## src/rtl/nn_mem_seq_ctrl.sv

```systemverilog
// nn_mem_seq_ctrl: learn/classify sequencer driving the kernel and weight dual-port memories
module nn_mem_seq_ctrl #(
  parameter int ADDR_W      = 5,
  parameter int LEARN_DEPTH = 4,
  parameter int CLS_STEPS   = 4
) (
  input  logic              clk,
  input  logic              rst_n,
  input  logic              learn,
  input  logic              classify,
  input  logic              clr,
  input  logic [ADDR_W-1:0] cls_kbase,
  output logic [ADDR_W-1:0] kmem_add1,
  output logic [ADDR_W-1:0] kmem_add2,
  output logic              kmem_web1,
  output logic              kmem_oeb1,
  output logic              kmem_csb1,
  output logic              kmem_web2,
  output logic              kmem_oeb2,
  output logic              kmem_csb2,
  output logic [ADDR_W-1:0] wmem_add1,
  output logic [ADDR_W-1:0] wmem_add2,
  output logic              wmem_web1,
  output logic              wmem_oeb1,
  output logic              wmem_csb1,
  output logic              wmem_web2,
  output logic              wmem_oeb2,
  output logic              wmem_csb2,
  output logic              en,
  output logic              cls_done,
  output logic              learn_full,
  output logic [ADDR_W-1:0] learn_cnt,
  output logic              busy
);
  typedef enum logic [1:0] {IDLE, LEARN, CLASSIFY, DONE} state_t;
  localparam logic [ADDR_W-1:0] DEPTH = ADDR_W'(LEARN_DEPTH);
  localparam logic [ADDR_W-1:0] LAST  = ADDR_W'(CLS_STEPS - 1);
  state_t state, state_n;
  logic [ADDR_W-1:0] ptr, ptr_n, step, step_n, kbase, kbase_n;
  logic full;
  assign full = ptr == DEPTH;
  always_ff @(posedge clk or negedge rst_n) begin
    if (!rst_n) begin
      state <= IDLE;
      ptr   <= '0;
      step  <= '0;
      kbase <= '0;
    end else begin
      state <= state_n;
      ptr   <= ptr_n;
      step  <= step_n;
      kbase <= kbase_n;
    end
  end
  always_comb begin
    state_n = state;
    ptr_n   = ptr;
    step_n  = step;
    kbase_n = kbase;
    case (state)
      IDLE: begin
        ptr_n   = clr ? '0 : ptr;
        state_n = learn ? LEARN : classify ? CLASSIFY : IDLE;
      end
      LEARN: begin
        ptr_n   = full ? ptr : ptr + 1'b1;
        state_n = learn ? LEARN : classify ? CLASSIFY : IDLE;
      end
      CLASSIFY: begin
        step_n  = step + 1'b1;
        state_n = learn ? LEARN : !classify ? IDLE : step == LAST ? DONE : CLASSIFY;
      end
      default: state_n = learn ? LEARN : classify ? CLASSIFY : IDLE;
    endcase
    // entering CLASSIFY from anywhere else starts a fresh run
    if (state_n == CLASSIFY && state != CLASSIFY) begin
      kbase_n = cls_kbase;
      step_n  = '0;
    end
  end
  always_comb begin
    kmem_add1 = '0;
    kmem_add2 = '0;
    kmem_web1 = 1'b1;
    kmem_oeb1 = 1'b1;
    kmem_csb1 = 1'b1;
    kmem_web2 = 1'b1;
    kmem_oeb2 = 1'b1;
    kmem_csb2 = 1'b1;
    wmem_add1 = '0;
    wmem_add2 = '0;
    wmem_web1 = 1'b1;
    wmem_oeb1 = 1'b1;
    wmem_csb1 = 1'b1;
    wmem_web2 = 1'b1;
    wmem_oeb2 = 1'b1;
    wmem_csb2 = 1'b1;
    en        = 1'b0;
    cls_done  = 1'b0;
    if (state == LEARN && !full) begin
      kmem_add1 = ptr;
      kmem_web1 = 1'b0;
      kmem_csb1 = 1'b0;
      wmem_add1 = {ptr[ADDR_W-2:0], 1'b0};
      wmem_add2 = {ptr[ADDR_W-2:0], 1'b1};
      wmem_web1 = 1'b0;
      wmem_csb1 = 1'b0;
      wmem_web2 = 1'b0;
      wmem_csb2 = 1'b0;
    end
    if (state == CLASSIFY) begin
      kmem_add1 = kbase;
      kmem_add2 = kbase + 1'b1;
      kmem_oeb1 = 1'b0;
      kmem_csb1 = 1'b0;
      kmem_oeb2 = 1'b0;
      kmem_csb2 = 1'b0;
      wmem_add1 = step;
      wmem_oeb1 = 1'b0;
      wmem_csb1 = 1'b0;
      en        = step == '0;
    end
    cls_done = state == DONE;
  end
  assign learn_full = full;
  assign learn_cnt  = ptr;
  assign busy       = state != IDLE;
endmodule

```

## config.mk

```make
export PLATFORM = sky130hd
export DESIGN_NAME = nn_mem_seq_ctrl
export DESIGN_NICKNAME = d
export VERILOG_FILES = /design/src/rtl/nn_mem_seq_ctrl.sv
export SDC_FILE = /design/constraint.sdc
export NUM_CORES = 1
export LEC_CHECK = 0
export BUFFER_PORTS_ARGS = -buffer_cell sky130_fd_sc_hd__buf_2
export CAP_MARGIN = 25
export CELL_PAD_IN_SITES_DETAIL_PLACEMENT = 1
export CELL_PAD_IN_SITES_GLOBAL_PLACEMENT = 1
export CORE_ASPECT_RATIO = 2
export CORE_UTILIZATION = 37
export DETAILED_ROUTE_END_ITERATION = 6
export PLACE_DENSITY_LB_ADDON = 0.3
export SYNTH_ARGS = -nofsm -noshare
export SYNTH_HDL_FRONTEND = slang
export SYNTH_SLANG_ARGS = --single-unit
```

## constraint.sdc

```tcl
create_clock -name clk -period 3.47 [get_ports clk]
set_input_delay 0.1735 -clock clk [delete_from_list [all_inputs] [get_ports clk]]
set_output_delay 0.1735 -clock clk [all_outputs]
set_load 0.01 [all_outputs]
```

==> metrics.txt, run 1 <==
# TYPE chip_impl_metric gauge
chip_impl_metric{name="die_height",unit="um"} 82.41
chip_impl_metric{name="cts_sinks",unit=""} 17
chip_impl_metric{name="grt_first_pass_wirelength",unit="um"} 4767
chip_impl_metric{name="vias_per_cell",unit=""} 5.233
chip_impl_metric{name="cts_made_buffers",unit=""} 3
chip_impl_metric{name="die_w",unit="um"} 42.21
chip_impl_metric{name="synth_seq_cells",unit=""} 17
chip_impl_metric{name="postSynthAreaPerCell",unit="um2"} 10.05
chip_impl_metric{name="max_slew.worst_pin.slew",unit="ns"} 0.5864
chip_impl_metric{name="final-instance-count-excl-fill",unit=""} 189
chip_impl_metric{name="post_synth_instance_area",unit="um2"} 1196
chip_impl_info{name="worst_hold_path_type",value="input pin to flop"} 1
chip_impl_metric{name="post-route-worst-setup-slack",unit="ns"} 1.164
chip_impl_metric{name="detailedPlacementHpwl",unit="um"} 2482
chip_impl_info{name="cell_type_with_the_highest_aggregate_area_in_the_netlist",value="dfrtp_1"} 1
chip_impl_metric{name="ctsHoldBuffers",unit=""} 1
chip_impl_metric{name="syn_inst",unit=""} 119
chip_impl_metric{name="period_share",unit=""} 0.6644
chip_impl_metric{name="synth_enable_flop_cells",unit=""} 0
chip_impl_metric{name="area.growth.synth_to_final",unit="%"} 19.04
chip_impl_info{name="count_leader_synth",value="dfrtp_1"} 1
chip_impl_info{name="cts.root.buffer_cell",value="clkbuf_8"} 1
chip_impl_info{name="synth_area_leaders",value="dfrtp_1 (36%), mux2_4 (6.3%), buf_4 (5.6%), ha_1 (5.2%), a22o_1 (5.1%)"} 1
chip_impl_metric{name="fin_crit",unit="ns"} 2.306
chip_impl_metric{name="timing.fmax",unit="MHz"} 433.7
chip_impl_metric{name="timing.setup.tns",unit="ns"} 0
chip_impl_metric{name="antennaDiodeCount",unit=""} 0
chip_impl_metric{name="port-buffer-count",unit=""} 48
chip_impl_info{name="crit_path_class",value="flop to output port"} 1
chip_impl_metric{name="initial_core_util",unit=""} 0.3970
chip_impl_metric{name="total_number_of_vias",unit=""} 989
chip_impl_info{name="setup.worst_path.end_class",value="output port"} 1
chip_impl_info{name="cts_tree",value="yes"} 1
chip_impl_metric{name="cts_post_setup_buffers_inserted",unit=""} 0
chip_impl_metric{name="maxSlewViolCount",unit=""} 0
chip_impl_metric{name="hold_viol",unit=""} 0
chip_impl_metric{name="ys_seq_area_frac",unit=""} 0.3556
chip_impl_metric{name="skew",unit="ns"} 0.004906
chip_impl_metric{name="cts_resized",unit=""} 0
chip_impl_metric{name="detail_route.drc_violations",unit=""} 0
chip_impl_info{name="postSynth.topFlopCell",value="dfrtp_1"} 1
chip_impl_metric{name="finalNetCount",unit=""} 175
chip_impl_metric{name="power.total",unit="mW"} 0.7142
chip_impl_metric{name="antenna_found_initial",unit=""} 0
chip_impl_metric{name="row_count",unit=""} 28
chip_impl_metric{name="placeableCoreArea",unit="um2"} 3013
chip_impl_info{name="timing.critical_path.from_type",value="flop"} 1
chip_impl_metric{name="final_antenna_net_count",unit=""} 0
chip_impl_metric{name="finalWirelength",unit="um"} 3061
chip_impl_metric{name="clk_latency",unit="ns"} 0.26
chip_impl_metric{name="yosysUniqueCellTypes",unit=""} 35
chip_impl_metric{name="report.final.setup_viol",unit=""} 0
chip_impl_metric{name="slew_headroom",unit=""} 0.6091
chip_impl_metric{name="grt_pass1_vias",unit=""} 984
chip_impl_metric{name="max-vdd-ir-drop",unit="mV"} 0.2388
chip_impl_metric{name="top_ports",unit=""} 51
chip_impl_metric{name="cts.clk_slew.worst_paths",unit="ns"} 0.07
chip_impl_metric{name="critPathMaxFanout",unit=""} 18
chip_impl_metric{name="critPathRequiredTime",unit="ns"} 3.30
chip_impl_metric{name="grt_total_usage",unit=""} 0.1824
chip_impl_metric{name="die-area",unit="um2"} 3478
chip_impl_metric{name="synth.top_cell.area_share",unit=""} 0.3556
chip_impl_metric{name="grt_max_degree",unit=""} 19
chip_impl_metric{name="power.density_cell_area",unit="nW/um2"} 501.6
chip_impl_metric{name="ctsLongestPathBuffers",unit=""} 2
chip_impl_metric{name="max_cap_violations",unit=""} 0
chip_impl_info{name="rsz0062_at_grt",value="no"} 1
chip_impl_metric{name="globalRouteOverflowTotal",unit=""} 0
chip_impl_metric{name="gp_congestion",unit=""} 0.7515
chip_impl_metric{name="count_of_h_tree_levels_built_during_cts",unit=""} 1
chip_impl_metric{name="detail_route.first_pass.iterations",unit=""} 2
chip_impl_metric{name="pre_cts_ws",unit="ns"} 1.449
chip_impl_info{name="status",value="finished, final reports clean"} 1
chip_impl_metric{name="postSynth.asyncResetShare",unit=""} 1.000
chip_impl_metric{name="dp_cells",unit=""} 184
chip_impl_metric{name="route.detailed.wl_per_inst",unit="um"} 16.20
chip_impl_info{name="synth_commonest_cells",value="dfrtp_1 (17), buf_4 (9), nor2_1 (9), a22o_1 (7)"} 1
chip_impl_metric{name="yosys_warnings",unit=""} 0
chip_impl_metric{name="power.static_leakage",unit="nW"} 0.7880
chip_impl_metric{name="iteration_0_drc_count_of_the_detailed_router",unit=""} 13
chip_impl_metric{name="final_layout_size_suffix_gt1_frac",unit=""} 0.4151
chip_impl_metric{name="cp_data_arrival_time",unit="ns"} 2.13
## cell usage in the layout, fill, tap and decap left out, types with 2 or more instances in the layout
cell type,n
nor2_1,9
mux2_4,5
xnor2_1,3
dfrtp_1,17
inv_1,6
conb_1,2
nor4_2,2
buf_2,48
clkbuf_8,3
a21o_1,6
nor2b_1,4
mux2i_1,5
ha_1,5
o21ai_0,2
nand3_1,6
nand2_1,6
a21oi_1,2
xor2_1,2
a22o_1,7
and2_1,4
## path summary, 6_finish.rpt
check	startpoint	to	slack (ns)	cells past startpoint
max reg2reg	state[1]	kbase[1]	1.55	4
max	state[1]	en	1.16	5
min reg2reg	learn_cnt[0]	learn_cnt[0]	0.54	1
min	cls_kbase[0]	kbase[0]	0.14	2
max in group asynchronous	rst_n	kbase[1]	2.81	2
min in group asynchronous	rst_n	step[1]	0.37	2
## sequential cells by signal, indices dropped and copies added (netlist names)
register	flops
learn_cnt	5
kbase	5
step	5
state	2
## kinds of logic (layout without fill, tap and decap cells)
group | count (synthesis) | count (layout) | synth area share
and+or+nand+nor | 38 | 38 | 0.1925
buffers and inverters | 22 | 61 | 0.1192
AOI/OAI and AO/OA | 20 | 20 | 0.1266
DFF | 17 | 17 | 0.3557
muxes | 11 | 11 | 0.1140
adders and majority gates | 5 | 5 | 0.05230
xor gates and xnor gates | 5 | 5 | 0.03662
other | 1 | 2 | 0.003135
## through the flow
stage | utilization | area [um2] | hold slack (ns)
2_1_floorplan | - | 1200 | -0.1221
3_3_place_gp | 0.4539 | 1368 | 0.1208
3_5_place_dp | 0.4539 | 1368 | 0.1245
4_1_cts | 0.4726 | 1424 | 0.1311
5_1_grt | 0.4726 | 1424 | 0.1317
6_report | 0.4726 | 1424 | 0.1375
## power by group
group	total (mW)	switching, mW	leakage [nW]	internal [mW]
Clock	0.154	0.0742	0.0255	0.0799
Sequential	0.285	0.0538	0.217	0.231
Combinational	0.275	0.147	0.545	0.128
Total	0.714	0.275	0.788	0.439
## layer usage
layer | GRT usage | up-vias | wire, um
met4 | 0.07500 | 0 | 35
li1 | - | 473 | -
met3 | 0.02826 | 4 | 142
met1 | 0.1861 | 477 | 1145
met2 | 0.3569 | 35 | 1737
met5 | 0 | - | 0
## critical path, stage by stage (launching register included)
cell and delay, ns:
dfrtp_1 0.57, and2b_1 0.57, inv_4 0.14, nor4_1 0.28, and2_1 0.18, buf_2 0.13
## final cells by class
cell class	instances	area [um2]
Sequential cell	17	425.4
Clock buffer	3	41.29
Fill cell	372	1589
Tap cell	30	37.54
Multi-Input combinational cell	81	631.9
Inverter	8	32.53
Clock inverter	1	5.005
Timing Repair Buffer	49	250.2
No activity file was read; power rests on OpenSTA's default activity.
==> run 2: changes to the inputs <==
--- a/config.mk
+++ b/config.mk
@@ -10,7 +10,7 @@
 export CELL_PAD_IN_SITES_DETAIL_PLACEMENT = 1
 export CELL_PAD_IN_SITES_GLOBAL_PLACEMENT = 1
 export CORE_ASPECT_RATIO = 2
-export CORE_UTILIZATION = 37
+export CORE_UTILIZATION = 35
 export DETAILED_ROUTE_END_ITERATION = 6
 export PLACE_DENSITY_LB_ADDON = 0.3
 export SYNTH_ARGS = -nofsm -noshare
==> constraint.sdc (replaced) <==
create_clock -name clk -period 2.29 [get_ports clk]
set_input_delay 0.1145 -clock clk [delete_from_list [all_inputs] [get_ports clk]]
set_output_delay 0.1145 -clock clk [all_outputs]
set_load 0.01 [all_outputs]
==> run 2 against run 1 <==
Net effect:
- the run now ends with design-rule violations left
- total power up 53%
- clock power up 53%
- flip-flop and latch count unchanged
==> metrics.txt, run 2 (synthesis results as in run 1) <==
# TYPE chip_impl_metric gauge
chip_impl_metric{name="comb_power_share",unit=""} 0.388
chip_impl_info{name="setup.worst_path.end_class",value="output port"} 1
chip_impl_metric{name="die_height",unit="um"} 84.68
chip_impl_info{name="hold_wc_startpoint",value="learn"} 1
chip_impl_info{name="cp_cell_sequence",value="inv_1 > ha_1 > and4bb_2 > nor3_4 > a22o_1 > buf_2"} 1
chip_impl_info{name="cp_slowest_cell",value="dfrtp_1"} 1
chip_impl_metric{name="worst_path_largest_cell_delay",unit="ns"} 0.40
chip_impl_metric{name="ctsHoldBuffers",unit=""} 1
chip_impl_metric{name="clk_latency",unit="ns"} 0.26
chip_impl_metric{name="fin_crit",unit="ns"} 2.023
chip_impl_info{name="worst_r2r_endpoint",value="learn_cnt[3]"} 1
chip_impl_metric{name="port-buffer-count",unit=""} 48
chip_impl_metric{name="power.total",unit="mW"} 1.091
chip_impl_metric{name="grt_first_pass_wirelength",unit="um"} 5057
chip_impl_info{name="crit_path_class",value="flop to output port"} 1
chip_impl_metric{name="detail_route.first_pass.iterations",unit=""} 6
chip_impl_metric{name="placeableCoreArea",unit="um2"} 3229
chip_impl_metric{name="cts_sinks",unit=""} 17
chip_impl_metric{name="critPathMaxFanout",unit=""} 7
chip_impl_info{name="layout.cells.most_common",value="buf_2"} 1
chip_impl_metric{name="skew",unit="ns"} 0.003435
chip_impl_metric{name="timing.reg2reg.worst_path_depth",unit=""} 5
chip_impl_metric{name="timing.setup.tns",unit="ns"} 0
chip_impl_metric{name="die_w",unit="um"} 43.34
chip_impl_metric{name="report.final.setup_viol",unit=""} 0
chip_impl_metric{name="finalWirelength",unit="um"} 3126
chip_impl_metric{name="cts_made_buffers",unit=""} 3
chip_impl_metric{name="final_layout_size_suffix_gt1_frac",unit=""} 0.4125
chip_impl_metric{name="area.growth.synth_to_final",unit="%"} 19.67
chip_impl_metric{name="cts.clk_slew.worst_paths",unit="ns"} 0.07
chip_impl_info{name="cts.root.buffer_cell",value="clkbuf_8"} 1
chip_impl_metric{name="max_cap_violations",unit=""} 0
chip_impl_metric{name="power.share.clock",unit=""} 0.217
chip_impl_metric{name="die-area",unit="um2"} 3669
chip_impl_metric{name="antennaDiodeCount",unit=""} 0
chip_impl_metric{name="internal-power",unit="mW"} 0.6700
chip_impl_info{name="timing.rr.start",value="learn_cnt[0]"} 1
chip_impl_info{name="worst_hold_path_type",value="input pin to flop"} 1
chip_impl_metric{name="vias_per_cell",unit=""} 5.257
chip_impl_metric{name="detail_route.drc_violations",unit=""} 9
chip_impl_metric{name="grt_pass1_vias",unit=""} 1027
chip_impl_metric{name="total_number_of_vias",unit=""} 1004
chip_impl_metric{name="grt_max_degree",unit=""} 18
chip_impl_metric{name="gp_congestion",unit=""} 0.7566
chip_impl_info{name="cts_tree",value="yes"} 1
chip_impl_metric{name="p_switching",unit="mW"} 0.4208
chip_impl_info{name="violations",value="design-rule violations"} 1
chip_impl_info{name="min_delay_worst_endpoint",value="state[0]"} 1
chip_impl_metric{name="min_delay_path_depth",unit=""} 2
chip_impl_metric{name="row_count",unit=""} 29
chip_impl_metric{name="cp_data_arrival_time",unit="ns"} 1.91
chip_impl_metric{name="finalNetCount",unit=""} 176
chip_impl_metric{name="initial_core_util",unit=""} 0.3704
chip_impl_metric{name="antenna_found_initial",unit=""} 0
chip_impl_info{name="mostFrequentLayoutCells",value="buf_2 (48), dfrtp_1 (17), nor2_1 (9), a22o_1 (7)"} 1
chip_impl_metric{name="count_of_h_tree_levels_built_during_cts",unit=""} 1
chip_impl_metric{name="timing.fmax",unit="MHz"} 494.2
chip_impl_metric{name="max-vdd-ir-drop",unit="mV"} 0.4061
chip_impl_metric{name="ctsLongestPathBuffers",unit=""} 2
chip_impl_metric{name="final_antenna_net_count",unit=""} 0
chip_impl_info{name="status",value="finished with violations"} 1
chip_impl_metric{name="cts_post_setup_buffers_inserted",unit=""} 0
chip_impl_metric{name="power.density_cell_area",unit="nW/um2"} 762.1
chip_impl_metric{name="hold_viol",unit=""} 0
chip_impl_metric{name="power.static_leakage",unit="nW"} 0.7905
chip_impl_metric{name="route.detailed.wl_per_inst",unit="um"} 16.37
chip_impl_metric{name="sw_frac_of_total",unit=""} 0.3858
chip_impl_info{name="cp_top_family",value="simple AND/OR/NAND/NOR gates"} 1
chip_impl_metric{name="maxSlewViolCount",unit=""} 0
chip_impl_metric{name="period_share",unit=""} 0.8836
chip_impl_metric{name="iteration_0_drc_count_of_the_detailed_router",unit=""} 20
chip_impl_metric{name="cp.buffers_inverters",unit=""} 2
chip_impl_metric{name="r2r_setup_slack",unit="ns"} 0.56
chip_impl_metric{name="critPathRequiredTime",unit="ns"} 2.18
chip_impl_info{name="timing.critical_path.from_type",value="flop"} 1
chip_impl_metric{name="num-fill-cells",unit=""} 381
chip_impl_metric{name="grt_total_usage",unit=""} 0.1867
chip_impl_metric{name="detailedPlacementHpwl",unit="um"} 2453
chip_impl_metric{name="cts_resized",unit=""} 0
chip_impl_metric{name="seq_power_share",unit=""} 0.395
chip_impl_metric{name="top_ports",unit=""} 51
chip_impl_metric{name="globalRouteOverflowTotal",unit=""} 0
chip_impl_info{name="rsz0062_at_grt",value="no"} 1
==> run 2: how the worst max path moves through the flow <==
stage                      start           end  slack (ns)  cells past startpoint
detailed placement  learn_cnt[0]  wmem_add1[3]        0.54                      6
CTS                 learn_cnt[0]  wmem_add1[3]        0.25                      6
global route        learn_cnt[1]  wmem_add1[3]        0.15                      6
global placement    learn_cnt[0]  wmem_add1[3]        0.60                      6
finish              learn_cnt[0]  wmem_add1[3]        0.27                      6
floorplan           learn_cnt[0]     wmem_csb2        0.48                      7
==> run 2: metal layers <==
| metal | vias to the layer above | routed length (um) | GRT usage |
|---|---|---|---|
| li1 | 481 | - | - |
| met1 | 485 | 1158 | 0.2046 |
| met2 | 33 | 1782 | 0.3388 |
| met3 | 5 | 113 | 0.01720 |
| met4 | 0 | 72 | 0.09375 |
| met5 | - | 0 | 0 |
==> run 2: layout make-up <==
type	count	area [um2]	area share
Sequential cell	17	425.4	0.2972
Inverter	8	32.53	0.02273
Tap cell	31	38.79	0.02710
Clock buffer	4	45.04	0.03147
Multi-Input combinational cell	81	631.9	0.4414
Timing Repair Buffer	50	257.7	0.1801
==> run 2: stage by stage <==
step                      setup slack, ns  instances  utilization  instance area (um2)  hold WS [ns]
after floorplan                    0.4750        120            -                 1200       -0.1811
after global placement             0.5985        186       0.4262                 1376       0.07234
after detailed placement           0.5376        186       0.4262                 1376       0.07412
after CTS                          0.2459        191       0.4432                 1431       0.06911
after global routing               0.1486        191       0.4432                 1431       0.07748
final                              0.2666        191       0.4432                 1431       0.07264
==> run 2: power groups by stage <==
| stage | logic, mW | registers (mW) | clock network [mW] |
|---|---|---|---|
| detailed placement | 0.427 | 0.437 | 0 |
| finish | 0.423 | 0.431 | 0.236 |
| global route | 0.471 | 0.444 | 0.250 |
| CTS | 0.430 | 0.433 | 0.244 |
| floorplan | 0.284 | 0.426 | 0 |
| global placement | 0.413 | 0.433 | 0 |
==> run 3: changes to the inputs <==
--- a/config.mk
+++ b/config.mk
@@ -11,6 +11,7 @@
 export CELL_PAD_IN_SITES_GLOBAL_PLACEMENT = 1
 export CORE_ASPECT_RATIO = 2
 export CORE_UTILIZATION = 35
+export CTS_BUF_LIST = sky130_fd_sc_hd__clkbuf_4 sky130_fd_sc_hd__clkbuf_8 sky130_fd_sc_hd__clkbuf_16
 export DETAILED_ROUTE_END_ITERATION = 6
 export PLACE_DENSITY_LB_ADDON = 0.3
 export SYNTH_ARGS = -nofsm -noshare
==> run 3 against run 2 <==
Net effect:
- via count hardly changed
- routed wire length hardly changed
- critical path type unchanged
- first-iteration DRC count stayed put
- non-clock buffer count stayed put
- global-route usage stayed put
- critical path depth stayed put
- the flow still finishes with violations (design-rule violations)
- setup slack worse by 0.0063 ns
- hold slack better by 0.0026 ns
- clock-buffer cell count stayed put
- final cell count stayed put
- largest power group unchanged
==> metrics.txt, run 3 (synthesis results as in run 1) <==
# TYPE chip_impl_metric gauge
chip_impl_info{name="status",value="finished with violations"} 1
chip_impl_info{name="violations",value="design-rule violations"} 1
chip_impl_metric{name="row_count",unit=""} 29
chip_impl_metric{name="antennaDiodeCount",unit=""} 0
chip_impl_metric{name="cts_post_setup_buffers_inserted",unit=""} 0
chip_impl_metric{name="placeableCoreArea",unit="um2"} 3229
chip_impl_info{name="rsz0062_at_grt",value="no"} 1
chip_impl_metric{name="grt_total_usage",unit=""} 0.1867
chip_impl_metric{name="final_antenna_net_count",unit=""} 0
chip_impl_metric{name="initial_core_util",unit=""} 0.3704
chip_impl_metric{name="route.detailed.wl_per_inst",unit="um"} 16.38
chip_impl_info{name="cts_tree",value="yes"} 1
chip_impl_metric{name="grt_max_degree",unit=""} 18
chip_impl_metric{name="antenna_found_initial",unit=""} 0
chip_impl_info{name="cts.root.buffer_cell",value="clkbuf_8"} 1
chip_impl_metric{name="power.density_cell_area",unit="nW/um2"} 767.2
chip_impl_metric{name="final_layout_size_suffix_gt1_frac",unit=""} 0.4188
chip_impl_metric{name="max_cap_violations",unit=""} 0
chip_impl_metric{name="vias_per_cell",unit=""} 5.262
chip_impl_metric{name="r2r_setup_slack",unit="ns"} 0.55
chip_impl_metric{name="iteration_0_drc_count_of_the_detailed_router",unit=""} 20
chip_impl_metric{name="critPathMaxFanout",unit=""} 7
chip_impl_metric{name="detailedPlacementHpwl",unit="um"} 2453
chip_impl_metric{name="finalNetCount",unit=""} 176
chip_impl_info{name="mostFrequentLayoutCells",value="buf_2 (48), dfrtp_1 (17), nor2_1 (9), a22o_1 (7)"} 1
chip_impl_metric{name="detail_route.drc_violations",unit=""} 9
chip_impl_metric{name="utilization",unit=""} 0.4444
chip_impl_metric{name="max-vdd-ir-drop",unit="mV"} 0.4060
chip_impl_metric{name="cp_data_arrival_time",unit="ns"} 1.92
chip_impl_info{name="cp_slowest_cell",value="dfrtp_1"} 1
chip_impl_metric{name="fin_crit",unit="ns"} 2.030
chip_impl_metric{name="finalInstanceArea",unit="um2"} 1435
chip_impl_metric{name="die_height",unit="um"} 84.68
chip_impl_metric{name="placement.cell_area",unit="um2"} 1376
chip_impl_info{name="cp_cell_sequence",value="inv_1 > ha_1 > and4bb_2 > nor3_4 > a22o_1 > buf_2"} 1
chip_impl_metric{name="total_number_of_vias",unit=""} 1005
chip_impl_metric{name="die_w",unit="um"} 43.34
chip_impl_metric{name="pre_cts_ws",unit="ns"} 0.5376
chip_impl_metric{name="detail_route.first_pass.iterations",unit=""} 6
chip_impl_metric{name="post-route-worst-setup-slack",unit="ns"} 0.2603
chip_impl_metric{name="grt_first_pass_wirelength",unit="um"} 5057
chip_impl_metric{name="power.static_leakage",unit="nW"} 0.7939
chip_impl_metric{name="cts_sinks",unit=""} 17
chip_impl_info{name="crit_path_class",value="flop to output port"} 1
chip_impl_metric{name="critPathRequiredTime",unit="ns"} 2.18
chip_impl_info{name="layout.cells.most_common",value="buf_2"} 1
chip_impl_info{name="cp_top_family",value="simple AND/OR/NAND/NOR gates"} 1
chip_impl_metric{name="hold_viol",unit=""} 0
chip_impl_metric{name="maxSlewViolCount",unit=""} 0
chip_impl_info{name="worst_hold_path_type",value="input pin to flop"} 1
chip_impl_metric{name="grt_pass1_vias",unit=""} 1027
chip_impl_metric{name="finalWirelength",unit="um"} 3128
chip_impl_metric{name="cp.buffers_inverters",unit=""} 2
chip_impl_metric{name="top_ports",unit=""} 51
chip_impl_info{name="setup.worst_path.end_class",value="output port"} 1
chip_impl_metric{name="worst_path_largest_cell_delay",unit="ns"} 0.40
chip_impl_metric{name="report.final.setup_viol",unit=""} 0
chip_impl_metric{name="die-area",unit="um2"} 3669
chip_impl_metric{name="skew",unit="ns"} 0.0009145
chip_impl_metric{name="ctsLongestPathBuffers",unit=""} 2
chip_impl_metric{name="clk_latency",unit="ns"} 0.26
chip_impl_metric{name="cts_made_buffers",unit=""} 3
chip_impl_metric{name="power.total",unit="mW"} 1.101
chip_impl_metric{name="globalRouteOverflowTotal",unit=""} 0
chip_impl_metric{name="period_share",unit=""} 0.8863
chip_impl_metric{name="cts.clk_slew.worst_paths",unit="ns"} 0.07
chip_impl_metric{name="count_of_h_tree_levels_built_during_cts",unit=""} 1
chip_impl_metric{name="port-buffer-count",unit=""} 48
chip_impl_metric{name="area.growth.synth_to_final",unit="%"} 19.98
chip_impl_metric{name="gp_congestion",unit=""} 0.7566
chip_impl_metric{name="timing.setup.tns",unit="ns"} 0
chip_impl_info{name="timing.critical_path.from_type",value="flop"} 1
chip_impl_metric{name="timing.fmax",unit="MHz"} 492.7
==> run 3: report_power, final <==
part / internal (mW) / switching (mW) / leakage (nW)
Sequential: 0.350 / 0.0812 / 0.217
Clock: 0.136 / 0.110 / 0.0262
Combinational: 0.196 / 0.228 / 0.550
Total: 0.682 / 0.419 / 0.794
==> run 3: metrics by stage <==
step	hold slack, ns	instances
final	0.07522	191
after floorplan	-0.1811	120
after global placement	0.07234	186
after detailed placement	0.07412	186
after global routing	0.07783	191
after CTS	0.07100	191
==> run 3: what timing repair did <==
action,4_1_cts,5_1_grt
gates resized for setup,0,0
endpoints found under the hold margin,17,0
endpoints found under the setup margin,0,0
hold buffers,1,0
==> run 3: cell type report <==
cell class                 instances  area [um2]
fill                             382        1794
sequential                        17       425.4
clock buffer                       4       48.80
timing repair buffer              50       257.7
multi-input combinational         81       631.9
tap                               31       38.79
inverter                           8       32.53
==> run 3: per-layer routing <==
metal	global-route usage	share of wire	up-vias
met4	0.09375	0.023	0
met2	0.3388	0.56	33
met1	0.2046	0.38	486
li1	-	-	481
met5	0	0	-
met3	0.01720	0.036	5
==> run 3: final timing paths <==
path	start	to	cells past startpoint
max	learn_cnt[0]	wmem_add1[3]	6
min reg2reg	learn_cnt[0]	learn_cnt[0]	1
min in group asynchronous	rst_n	step[0]	2
max reg2reg	learn_cnt[0]	learn_cnt[3]	5
max in group asynchronous	rst_n	kbase[2]	2
min	learn	state[0]	2
